File: config.mk
export PLATFORM = sky130hd
export DESIGN_NAME = fifo_rd_drain
export DESIGN_NICKNAME = d
export VERILOG_FILES = /design/src/rtl/fifo_pkg.sv /design/src/rtl/skid_buf2.sv /design/src/rtl/fifo_rd_drain.sv
export SDC_FILE = /design/constraint.sdc
export NUM_CORES = 1
export LEC_CHECK = 0
export BUFFER_PORTS_ARGS = -buffer_cell sky130_fd_sc_hd__buf_2
export CAP_MARGIN = 40
export CORE_UTILIZATION = 55
export DETAILED_ROUTE_END_ITERATION = 10
export GPL_ROUTABILITY_DRIVEN = 0
export PLACE_DENSITY = 0.78
export SYNTH_ARGS = -nofsm -noshare
export SYNTH_HDL_FRONTEND = slang
export SYNTH_SLANG_ARGS = --single-unit
File: constraint.sdc
create_clock -name r_clk -period 3.7 [get_ports r_clk]
set_clock_uncertainty 0.05 [all_clocks]
set_input_delay 0.74 -clock r_clk [delete_from_list [all_inputs] [get_ports r_clk]]
set_output_delay 0.74 -clock r_clk [all_outputs]
set_load 0.05 [all_outputs]
File: src/rtl/fifo_pkg.sv
// fifo_pkg: definitions shared by the FIFO read-drain block and its output buffer.
//   occ_state_t  - output buffer occupancy (number of words held, 0..2)
//   DRAIN_CNT_W  - width of the optional accepted-word counter
package fifo_pkg;

    localparam int DRAIN_CNT_W = 16;

    typedef enum logic [1:0] {
        OCC0 = 2'd0,
        OCC1 = 2'd1,
        OCC2 = 2'd2
    } occ_state_t;

    // Numeric word count held in a given occupancy state.
    function automatic logic [1:0] occ_level(input occ_state_t s);
        return 2'(s);
    endfunction

endpackage

File: src/rtl/skid_buf2.sv
// skid_buf2: two-entry in-order word buffer with an occupancy FSM.
// Ports:
//   clk, rst - clock and asynchronous active-high reset
//   push     - write din into the tail slot this cycle
//   pop      - retire the head word this cycle
//   din      - word to store
//   dout     - head word (zero after reset)
//   count    - occupancy state OCC0/OCC1/OCC2
// The caller never pushes in OCC2 without a simultaneous pop and never pops in OCC0.
module skid_buf2
    import fifo_pkg::*;
#(
    parameter int data_width = 8
) (
    input  logic                  clk,
    input  logic                  rst,
    input  logic                  push,
    input  logic                  pop,
    input  logic [data_width-1:0] din,
    output logic [data_width-1:0] dout,
    output occ_state_t            count
);

    logic [data_width-1:0] mem [2];
    logic                  head;
    logic                  tail;

    // Tail slot is head + occupancy (mod 2); in OCC2 a push only comes with a
    // pop, so it reuses the head slot that is being retired.
    always_comb begin
        tail = head ^ (count == OCC1);
    end

    assign dout = mem[head];

    // Storage, head pointer and occupancy FSM.
    always_ff @(posedge clk or posedge rst) begin
        if (rst) begin
            for (int i = 0; i < 2; i++) begin
                mem[i] <= '0;
            end
            head  <= 1'b0;
            count <= OCC0;
        end else begin
            if (push) begin
                mem[tail] <= din;
            end
            if (pop) begin
                head <= ~head;
            end
            case (count)
                OCC0: begin
                    if (push) begin
                        count <= OCC1;
                    end
                end
                OCC1: begin
                    if (push && !pop) begin
                        count <= OCC2;
                    end else if (pop && !push) begin
                        count <= OCC0;
                    end
                end
                OCC2: begin
                    if (pop && !push) begin
                        count <= OCC1;
                    end
                end
                default: begin
                    count <= OCC0;
                end
            endcase
        end
    end

endmodule

File: src/rtl/fifo_rd_drain.sv
// fifo_rd_drain: turns an async-FIFO read port (r_en/empty, read data one
// cycle after r_en) into a bubble-free valid/ready stream.
// Optional feature macro: FIFO_RD_DRAIN_CNT_EN adds the drain_cnt port and counter.
// Ports:
//   r_clk, rrst - read clock and asynchronous active-high reset
//   empty       - FIFO empty flag
//   fifo_dout   - FIFO read data (valid the cycle after r_en)
//   r_en        - FIFO read strobe (combinational)
//   m_valid, m_ready, m_data - output stream
//   drain_cnt   - words accepted downstream (only with FIFO_RD_DRAIN_CNT_EN)
module fifo_rd_drain
    import fifo_pkg::*;
#(
    parameter int data_width = 8
) (
    input  logic                   r_clk,
    input  logic                   rrst,
    input  logic                   empty,
    input  logic [data_width-1:0]  fifo_dout,
    output logic                   r_en,
    output logic                   m_valid,
    input  logic                   m_ready,
    output logic [data_width-1:0]  m_data
`ifdef FIFO_RD_DRAIN_CNT_EN
    ,
    output logic [DRAIN_CNT_W-1:0] drain_cnt
`endif
);

    occ_state_t occ;
    logic       inflight;
    logic       pop;
    logic [2:0] level;

    assign m_valid = (occ != OCC0);
    assign pop     = m_valid & m_ready;

    // Issue a read only if the word it returns is guaranteed a buffer slot,
    // counting the word already in flight and the one leaving this cycle.
    // occ is OCC0 whenever pop is 0-with-empty-buffer, so level cannot underflow.
    always_comb begin
        level = {1'b0, occ_level(occ)} + {2'b00, inflight} - {2'b00, pop};
        if (!rrst && !empty && (level < 3'd2)) begin
            r_en = 1'b1;
        end else begin
            r_en = 1'b0;
        end
    end

    // Marks the cycle in which fifo_dout carries the word requested last cycle.
    always_ff @(posedge r_clk or posedge rrst) begin
        if (rrst) begin
            inflight <= 1'b0;
        end else begin
            inflight <= r_en;
        end
    end

    skid_buf2 #(
        .data_width(data_width)
    ) u_buf (
        .clk  (r_clk),
        .rst  (rrst),
        .push (inflight),
        .pop  (pop),
        .din  (fifo_dout),
        .dout (m_data),
        .count(occ)
    );

`ifdef FIFO_RD_DRAIN_CNT_EN
    // Accepted-word counter, wraps naturally at full scale.
    always_ff @(posedge r_clk or posedge rrst) begin
        if (rrst) begin
            drain_cnt <= '0;
        end else if (pop) begin
            drain_cnt <= drain_cnt + {{(DRAIN_CNT_W-1){1'b0}}, 1'b1};
        end else begin
            drain_cnt <= drain_cnt;
        end
    end
`endif

endmodule

==> flow_summary.html, run 1 <==
<table>
<tr><th>Metric</th><th>Value</th></tr>
<tr><th colspan="2">Outcome</th></tr>
<tr><td>Status</td><td>completed</td></tr>
<tr><th colspan="2">Setup path</th></tr>
<tr><td>R2R Setup Slk</td><td>roughly 1.6 ns</td></tr>
<tr><td>Launch point of the worst path</td><td>u_buf.count[1]</td></tr>
<tr><td>Last element of the critical path</td><td>r_en</td></tr>
<tr><td>Worst reg-to-reg path cell count</td><td>6</td></tr>
<tr><td>End of the worst register-to-register path</td><td>inflight</td></tr>
<tr><td>Critical-path maximum fanout</td><td>8</td></tr>
<tr><td>Largest stage delay, worst path</td><td>0.55 ns</td></tr>
<tr><td>Arr. time, crit path</td><td>2.53 ns</td></tr>
<tr><td>Required arrival time at the worst endpoint</td><td>2.91 ns</td></tr>
<tr><td>Sort of element at the end of the critical path</td><td>output pin</td></tr>
<tr><td>Worst R2R Start</td><td>u_buf.count[1]</td></tr>
<tr><td>Crit path max-delay cell type</td><td>dfrtp_1</td></tr>
<tr><td>Worst path cell trace</td><td>or2b_1, nor2_1, o21ai_0, fa_1, xor2_1, nor4b_2, buf_2</td></tr>
<tr><td>Crit Path Class</td><td>register to output pin</td></tr>
<tr><td>Critical Path Source Type</td><td>register</td></tr>
<tr><th colspan="2">Clock network</th></tr>
<tr><td>Number of buffers added by the clock tree synthesis step</td><td>3</td></tr>
<tr><td>H-tree levels</td><td>1</td></tr>
<tr><td>Post-cts repair resize count</td><td>0</td></tr>
<tr><td>Max Root-Sink Buffers</td><td>2</td></tr>
<tr><td>Clock transition at path regs</td><td>around 0.11 ns</td></tr>
<tr><td>Insertion delay of the later-clocked pin in the worst-skew pair</td><td>0.30 ns</td></tr>
<tr><td>CTS Hold Buffers Added</td><td>0</td></tr>
<tr><td>Clock tree root buffer cell</td><td>clkbuf_4</td></tr>
<tr><td># Post-CTS Setup Buffers</td><td>0</td></tr>
<tr><td>CTS tree</td><td>yes</td></tr>
<tr><td>Sinks on the clock net</td><td>20</td></tr>
<tr><th colspan="2">STA</th></tr>
<tr><td>Tightest Pin Transition</td><td>0.773 ns</td></tr>
<tr><td>Fin crit share</td><td>0.897</td></tr>
<tr><td>Setup total negative slack</td><td>0 ns</td></tr>
<tr><td>Setup repair after global routing missed its margin</td><td>no</td></tr>
<tr><td>Number of pins with negative max-slew slack in the final report</td><td>0</td></tr>
<tr><td>Clock period minus final worst setup slack</td><td>3.32 ns</td></tr>
<tr><td>Hold Fails Final Rpt</td><td>0</td></tr>
<tr><td>Upper clock frequency limit</td><td>around 300 MHz</td></tr>
<tr><td>Tightest hold margin</td><td>between 0.4 and 0.5 ns</td></tr>
<tr><td>Max_slew headroom</td><td>0.484</td></tr>
<tr><td>Final setup violation count</td><td>0</td></tr>
<tr><th colspan="2">Global routing</th></tr>
<tr><td>Gr ovfl total</td><td>0</td></tr>
<tr><td>Pin count of the biggest net entering global routing</td><td>21</td></tr>
<tr><td>Vias in the first global route</td><td>620</td></tr>
<tr><td>First-pass GRT wire length</td><td>2650 um</td></tr>
<tr><td>GRT Resource Usage Total</td><td>0.196</td></tr>
<tr><td>Initial antenna violation count</td><td>0</td></tr>
<tr><th colspan="2">Synthesis</th></tr>
<tr><td>Simple-Gate Fraction of Synth Area</td><td>0.0764</td></tr>
<tr><td>Area share of the largest cell type after synthesis</td><td>0.510</td></tr>
<tr><td>Cell taking the most area after synthesis</td><td>dfrtp_1</td></tr>
<tr><td>Part of the Yosys area used for sequential elements</td><td>0.510</td></tr>
<tr><td>Adder-cell share of the synthesized area</td><td>0.0204</td></tr>
<tr><td>Number of flip-flops and latches in the synthesized netlist</td><td>20</td></tr>
<tr><td>Leading post-synthesis cells by cell area</td><td>dfrtp_1 51%, mux2_2 26%, mux2i_4 4.6%</td></tr>
<tr><td>Number of nets in the synthesized netlist</td><td>81</td></tr>
<tr><td>Average footprint of a synthesized cell</td><td>14.4 um^2</td></tr>
<tr><td>Main combinational cell family by area after synthesis</td><td>multiplexers</td></tr>
<tr><td>Post-Synthesis Cell Area</td><td>982 um^2</td></tr>
<tr><td>Share of the synthesized area in compound gates (AO/OA/AOI/OAI)</td><td>0.0255</td></tr>
<tr><td>Post-synthesis mux area share</td><td>0.335</td></tr>
<tr><td>Yosys warning total</td><td>0</td></tr>
<tr><td>Synthesized-area fraction occupied by xor and xnor cells</td><td>0.0178</td></tr>
<tr><td>Number of instances in the synthesized netlist</td><td>68</td></tr>
<tr><td>Netlist cell types</td><td>23</td></tr>
<tr><th colspan="2">Detailed routing</th></tr>
<tr><td>Vias per std cell</td><td>about 5.2</td></tr>
<tr><td>Routed len/inst</td><td>13.8 um</td></tr>
<tr><td>Total via count in the routed design</td><td>a little over 600</td></tr>
<tr><td>Initial drt markers</td><td>6</td></tr>
<tr><td>Final wirelength</td><td>between 1500 and 2000 um</td></tr>
<tr><td>DR pass1 iterations</td><td>4</td></tr>
<tr><td>DRC</td><td>0</td></tr>
<tr><td>Antenna-violating nets left</td><td>0</td></tr>
<tr><th colspan="2">Layout</th></tr>
<tr><td>Layout net count</td><td>106</td></tr>
<tr><td>P&amp;R area growth vs syn</td><td>19.0%</td></tr>
<tr><td>Share of layout cells above drive strength 1</td><td>0.598</td></tr>
<tr><td>Layout filler cell count</td><td>100</td></tr>
<tr><td>Antenna Diode Count</td><td>0</td></tr>
<tr><td>Final design area excluding fillers</td><td>approximately 1200 um^2</td></tr>
<tr><th colspan="2">Flow run</th></tr>
<tr><td>Count of maximum capacitance violations</td><td>0</td></tr>
<tr><th colspan="2">Place</th></tr>
<tr><td>Port Buffer Count</td><td>21</td></tr>
<tr><td>Half-perimeter wire length after detailed placement</td><td>1130 um</td></tr>
<tr><td>Placed instance area</td><td>1120 um^2</td></tr>
<tr><th colspan="2">Die</th></tr>
<tr><td>Core ar.</td><td>1590 um^2</td></tr>
<tr><td>Die boundary height</td><td>between 40 and 50 um</td></tr>
<tr><td>Total Die Area</td><td>about 2000 um^2</td></tr>
<tr><td>Initial Utilization</td><td>0.616</td></tr>
<tr><td>Number of standard-cell rows in the floorplan</td><td>14</td></tr>
<tr><td>Die boundary width</td><td>44.3 um</td></tr>
<tr><td># IOs</td><td>22</td></tr>
<tr><th colspan="2">Worst hold path</th></tr>
<tr><td>Worst Hold Depth</td><td>1</td></tr>
<tr><td>Type of the worst min-delay path</td><td>register to register</td></tr>
</table>
## routing by layer
metal | GRT usage | vias up | wire length, um
li1 | - | 293 | -
met1 | 0.241 | 290 | 726
met2 | 0.315 | 16 | 768
met3 | 0.0490 | 6 | 63
met4 | 0.109 | 0 | 40
met5 | 0 | - | 0
## synthesized netlist by cell type
cell	number
inv_1	2
dfrtp_1	20
nor2_1	1
or2b_1	1
or2_2	1
a21oi_1	1
xor2_1	1
nor4b_1	1
o21ai_0	1
and2b_2	1
fa_1	1
xnor2_1	1
nand2b_1	1
buf_4	1
nor2b_4	1
mux2i_4	2
o22ai_1	1
mux2_4	1
mux2_2	23
nor2b_1	2
mux2i_1	1
nand2_1	2
o2bb2ai_1	1
## worst max-delay path, delay by kind of cell, from the launching register on
kind	cells	cell delay [ns]
AO/OA/AOI/OAI	1	0.12
XOR/XNOR	1	0.16
adder cells (fa/ha/maj)	1	0.39
buffers and inverters	1	0.31
flip-flops	1	0.55
AND/OR/NAND/NOR	3	0.69
## layout by cell type, fill, tap and decap left out, types with 2 or more instances in the layout
master    synthesis  routed
dfrtp_1          20      20
nor2b_1           2       2
clkbuf_4          0       3
mux2_2           23      23
mux2i_4           2       2
nand2_1           2       2
inv_1             2       2
buf_2             0      21
## logic make-up after synthesis
group / count (synthesis)
AOI/OAI and AO/OA: 4
xor gates and xnor gates: 2
adders and majority gates: 1
buffers and inverters: 3
DFF: 20
muxes: 27
and+or+nand+nor: 11
## final cells by class
cell class	instances	area, um^2	area share
flip-flops and latches	20	500	0.428
multi-input cells	45	473	0.405
repair buffers	21	105	0.0899
clock inverters	1	30.0	0.0257
well taps	24	30.0	0.0257
clock buffers	3	22.5	0.0193
inverters	2	7.51	0.00642
## per-stage QoR
step	cells	utilization	setup slack (ns)
2_1_floorplan	68	-	0.380
3_3_place_gp	112	0.700	0.654
3_5_place_dp	112	0.700	0.596
4_1_cts	116	0.733	0.354
5_1_grt	116	0.733	0.140
6_report	116	0.733	0.383
## worst min-delay path by stage
stage | start | slack, ns | end
after floorplan | u_buf.count[0] | 0.42 | u_buf.count[0]
after global placement | u_buf.mem[2] | 0.43 | u_buf.mem[2]
after global routing | u_buf.mem[13] | 0.48 | u_buf.mem[13]
after CTS | u_buf.mem[12] | 0.47 | u_buf.mem[12]
final | u_buf.mem[14] | 0.47 | u_buf.mem[14]
after detailed placement | u_buf.mem[12] | 0.44 | u_buf.mem[12]
## registers in the layout, summed over array words and instances, names as in the netlist
| signal | flops |
|---|---|
| u_buf.mem | 16 |
| u_buf.count | 2 |
| inflight | 1 |
| u_buf.head | 1 |
Power of run 1 is left out: the tool's default activity adds up to more than one toggle a clock period on the data nets, which glitch-free logic cannot reach.
==> inputs of run 2 (changes only) <==
--- a/config.mk
+++ b/config.mk
@@ -7,10 +7,10 @@
 export LEC_CHECK = 0
 export BUFFER_PORTS_ARGS = -buffer_cell sky130_fd_sc_hd__buf_2
 export CAP_MARGIN = 40
-export CORE_UTILIZATION = 55
+export CORE_UTILIZATION = 51
 export DETAILED_ROUTE_END_ITERATION = 10
 export GPL_ROUTABILITY_DRIVEN = 0
-export PLACE_DENSITY = 0.78
+export PLACE_DENSITY = 0.73
 export SYNTH_ARGS = -nofsm -noshare
 export SYNTH_HDL_FRONTEND = slang
 export SYNTH_SLANG_ARGS = --single-unit
==> constraint.sdc (replaced) <==
create_clock -name r_clk -period 3.8 [get_ports r_clk]
set_clock_uncertainty 0.05 [all_clocks]
set_input_delay 0.76 -clock r_clk [delete_from_list [all_inputs] [get_ports r_clk]]
set_output_delay 0.76 -clock r_clk [all_outputs]
set_load 0.05 [all_outputs]
==> flow_summary.html, run 2 (same netlist as run 1, synthesis figures left out) <==
<table>
<tr><th>Metric</th><th>Value</th></tr>
<tr><th colspan="2">Clock network</th></tr>
<tr><td>Insertion delay of the later-clocked pin in the worst-skew pair</td><td>0.30 ns</td></tr>
<tr><td>Clock transition at path regs</td><td>0.11 ns</td></tr>
<tr><td>Sinks on the clock net</td><td>20</td></tr>
<tr><td>H-tree levels</td><td>1</td></tr>
<tr><td># Post-CTS Setup Buffers</td><td>0</td></tr>
<tr><td>Max Root-Sink Buffers</td><td>2</td></tr>
<tr><td>CTS Hold Buffers Added</td><td>0</td></tr>
<tr><td>Post-cts repair resize count</td><td>0</td></tr>
<tr><td>Clock tree root buffer cell</td><td>clkbuf_4</td></tr>
<tr><td>CTS tree</td><td>yes</td></tr>
<tr><td>Number of buffers added by the clock tree synthesis step</td><td>3</td></tr>
<tr><th colspan="2">Layout</th></tr>
<tr><td>Most frequent standard cell in the layout excluding fill and tap cells</td><td>mux2_2</td></tr>
<tr><td>Most frequent cells in the layout</td><td>23 x mux2_2, 21 x buf_2, 20 x dfrtp_1</td></tr>
<tr><td>Antenna Diode Count</td><td>0</td></tr>
<tr><td>Layout filler cell count</td><td>144</td></tr>
<tr><td>Register area</td><td>about 500 um^2</td></tr>
<tr><td>Largest registers</td><td>u_buf.mem (16), u_buf.count (2)</td></tr>
<tr><td>Layout net count</td><td>around 110</td></tr>
<tr><td>Share of layout cells above drive strength 1</td><td>0.598</td></tr>
<tr><td>P&amp;R area growth vs syn</td><td>19.1%</td></tr>
<tr><td>Register ranked first by flip-flop count</td><td>u_buf.mem</td></tr>
<tr><td>Flip-flop count of the largest register after layout</td><td>16</td></tr>
<tr><td>Multi-input gate area</td><td>473 um^2</td></tr>
<tr><th colspan="2">Setup path</th></tr>
<tr><td>Critical Path Source Type</td><td>register</td></tr>
<tr><td>Worst R2R Start</td><td>u_buf.count[1]</td></tr>
<tr><td>Arr. time, crit path</td><td>2.54 ns</td></tr>
<tr><td>Required arrival time at the worst endpoint</td><td>2.99 ns</td></tr>
<tr><td>Crit Path Class</td><td>register to output pin</td></tr>
<tr><td>Buffers and inverters on the worst path</td><td>1</td></tr>
<tr><td>Launch point of the worst path</td><td>u_buf.count[1]</td></tr>
<tr><td>Crit-path leading delay family</td><td>simple AND/OR/NAND/NOR gates</td></tr>
<tr><td>Critical-path maximum fanout</td><td>8</td></tr>
<tr><td>Crit path max-delay cell type</td><td>dfrtp_1</td></tr>
<tr><td>Largest stage delay, worst path</td><td>between 0.5 and 0.6 ns</td></tr>
<tr><td>Sort of element at the end of the critical path</td><td>output pin</td></tr>
<tr><td>Worst path cell trace</td><td>or2b_1, nor2_1, o21ai_0, fa_1, xor2_1, nor4b_2, buf_2</td></tr>
<tr><th colspan="2">Detailed routing</th></tr>
<tr><td>Vias per std cell</td><td>5.12</td></tr>
<tr><td>Final wirelength</td><td>roughly 1600 um</td></tr>
<tr><td>Total via count in the routed design</td><td>599</td></tr>
<tr><td>Routed len/inst</td><td>13.4 um</td></tr>
<tr><td>Initial drt markers</td><td>1</td></tr>
<tr><td>DR pass1 iterations</td><td>3</td></tr>
<tr><td>DRC</td><td>0</td></tr>
<tr><td>Antenna-violating nets left</td><td>0</td></tr>
<tr><th colspan="2">Worst hold path</th></tr>
<tr><td>Worst Min Path Start</td><td>u_buf.mem[6]</td></tr>
<tr><td>Type of the worst min-delay path</td><td>register to register</td></tr>
<tr><th colspan="2">Die</th></tr>
<tr><td>Die boundary width</td><td>45.9 um</td></tr>
<tr><td>Die boundary height</td><td>45.9 um</td></tr>
<tr><td>Core ar.</td><td>between 1500 and 2000 um^2</td></tr>
<tr><td># IOs</td><td>22</td></tr>
<tr><td>Total Die Area</td><td>about 2100 um^2</td></tr>
<tr><td>Number of standard-cell rows in the floorplan</td><td>15</td></tr>
<tr><td>Initial Utilization</td><td>0.557</td></tr>
<tr><th colspan="2">STA</th></tr>
<tr><td>Fin crit share</td><td>0.881</td></tr>
<tr><td>Max_slew headroom</td><td>0.498</td></tr>
<tr><td>Number of pins with negative max-slew slack in the final report</td><td>0</td></tr>
<tr><td>Final setup violation count</td><td>0</td></tr>
<tr><td>Hold Fails Final Rpt</td><td>0</td></tr>
<tr><td>Upper clock frequency limit</td><td>between 200 and 300 MHz</td></tr>
<tr><td>Setup total negative slack</td><td>0 ns</td></tr>
<tr><td>Tightest Pin Transition</td><td>around 0.75 ns</td></tr>
<tr><td>Setup repair after global routing missed its margin</td><td>no</td></tr>
<tr><td>Tightest hold margin</td><td>0.466 ns</td></tr>
<tr><td>Clock period minus final worst setup slack</td><td>~3.3 ns</td></tr>
<tr><th colspan="2">Place</th></tr>
<tr><td>Half-perimeter wire length after detailed placement</td><td>1150 um</td></tr>
<tr><td>Port Buffer Count</td><td>21</td></tr>
<tr><th colspan="2">Global routing</th></tr>
<tr><td>GRT Resource Usage Total</td><td>0.173</td></tr>
<tr><td>Gr ovfl total</td><td>0</td></tr>
<tr><td>GRT met2 Usage</td><td>0.285</td></tr>
<tr><td>Global-route layer with the greatest usage</td><td>met2</td></tr>
<tr><td>Initial antenna violation count</td><td>0</td></tr>
<tr><td>Met1 Track Usage GR</td><td>0.204</td></tr>
<tr><td>Met3 capacity usage during global routing</td><td>0.0238</td></tr>
<tr><td>First-pass GRT wire length</td><td>between 2000 and 2500 um</td></tr>
<tr><td>Pin count of the biggest net entering global routing</td><td>21</td></tr>
<tr><td>Vias in the first global route</td><td>586</td></tr>
<tr><th colspan="2">Flow run</th></tr>
<tr><td>Count of maximum capacitance violations</td><td>0</td></tr>
<tr><th colspan="2">Outcome</th></tr>
<tr><td>Status</td><td>completed</td></tr>
</table>
==> run 2: cell counts in the layout (fill, tap and decap cells not counted) <==
Identical to the previous run, type by type.
==> run 2: cell type report <==
cell class | count | share of cell area
sequential | 20 | 0.428
multi-input combinational | 45 | 0.404
timing repair buffer | 21 | 0.0898
tap | 25 | 0.0267
clock inverter | 1 | 0.0257
clock buffer | 3 | 0.0193
inverter | 2 | 0.00642
==> run 2: worst reg2reg max path, cell delays in order (launching register included) <==
cell and delay, ns:
dfrtp_1 0.55, or2b_1 0.29, nor2_1 0.16, o21ai_0 0.12, fa_1 0.39, xor2_1 0.16, nor4b_2 0.26
==> run 2: final timing paths <==
kind                       slack (ns)              to  cells after the start
max reg2reg                      1.73        inflight                      6
min                              0.47    u_buf.mem[6]                      1
max                              0.45            r_en                      7
max in group asynchronous        2.69  u_buf.count[0]                      2
min in group asynchronous        0.54   u_buf.mem[14]                      2
min reg2reg                      0.47    u_buf.mem[6]                      1
==> run 2: through the flow <==
stage                     instances  cell area (um^2)  utilization  worst slack (ns)
after CTS                       117              1170        0.663             0.432
after detailed placement        113              1120        0.633             0.659
after global routing            117              1170        0.663             0.271
after floorplan                  68               988            -             0.440
after global placement          113              1120        0.633             0.722
final                           117              1170        0.663             0.450
==> run 2: metal layers <==
metal	wire length, um	part of all wire
met2	782	0.50
met4	34	0.022
met3	47	0.030
met1	704	0.45
met5	0	0
Power of run 2 is left out for the same reason.
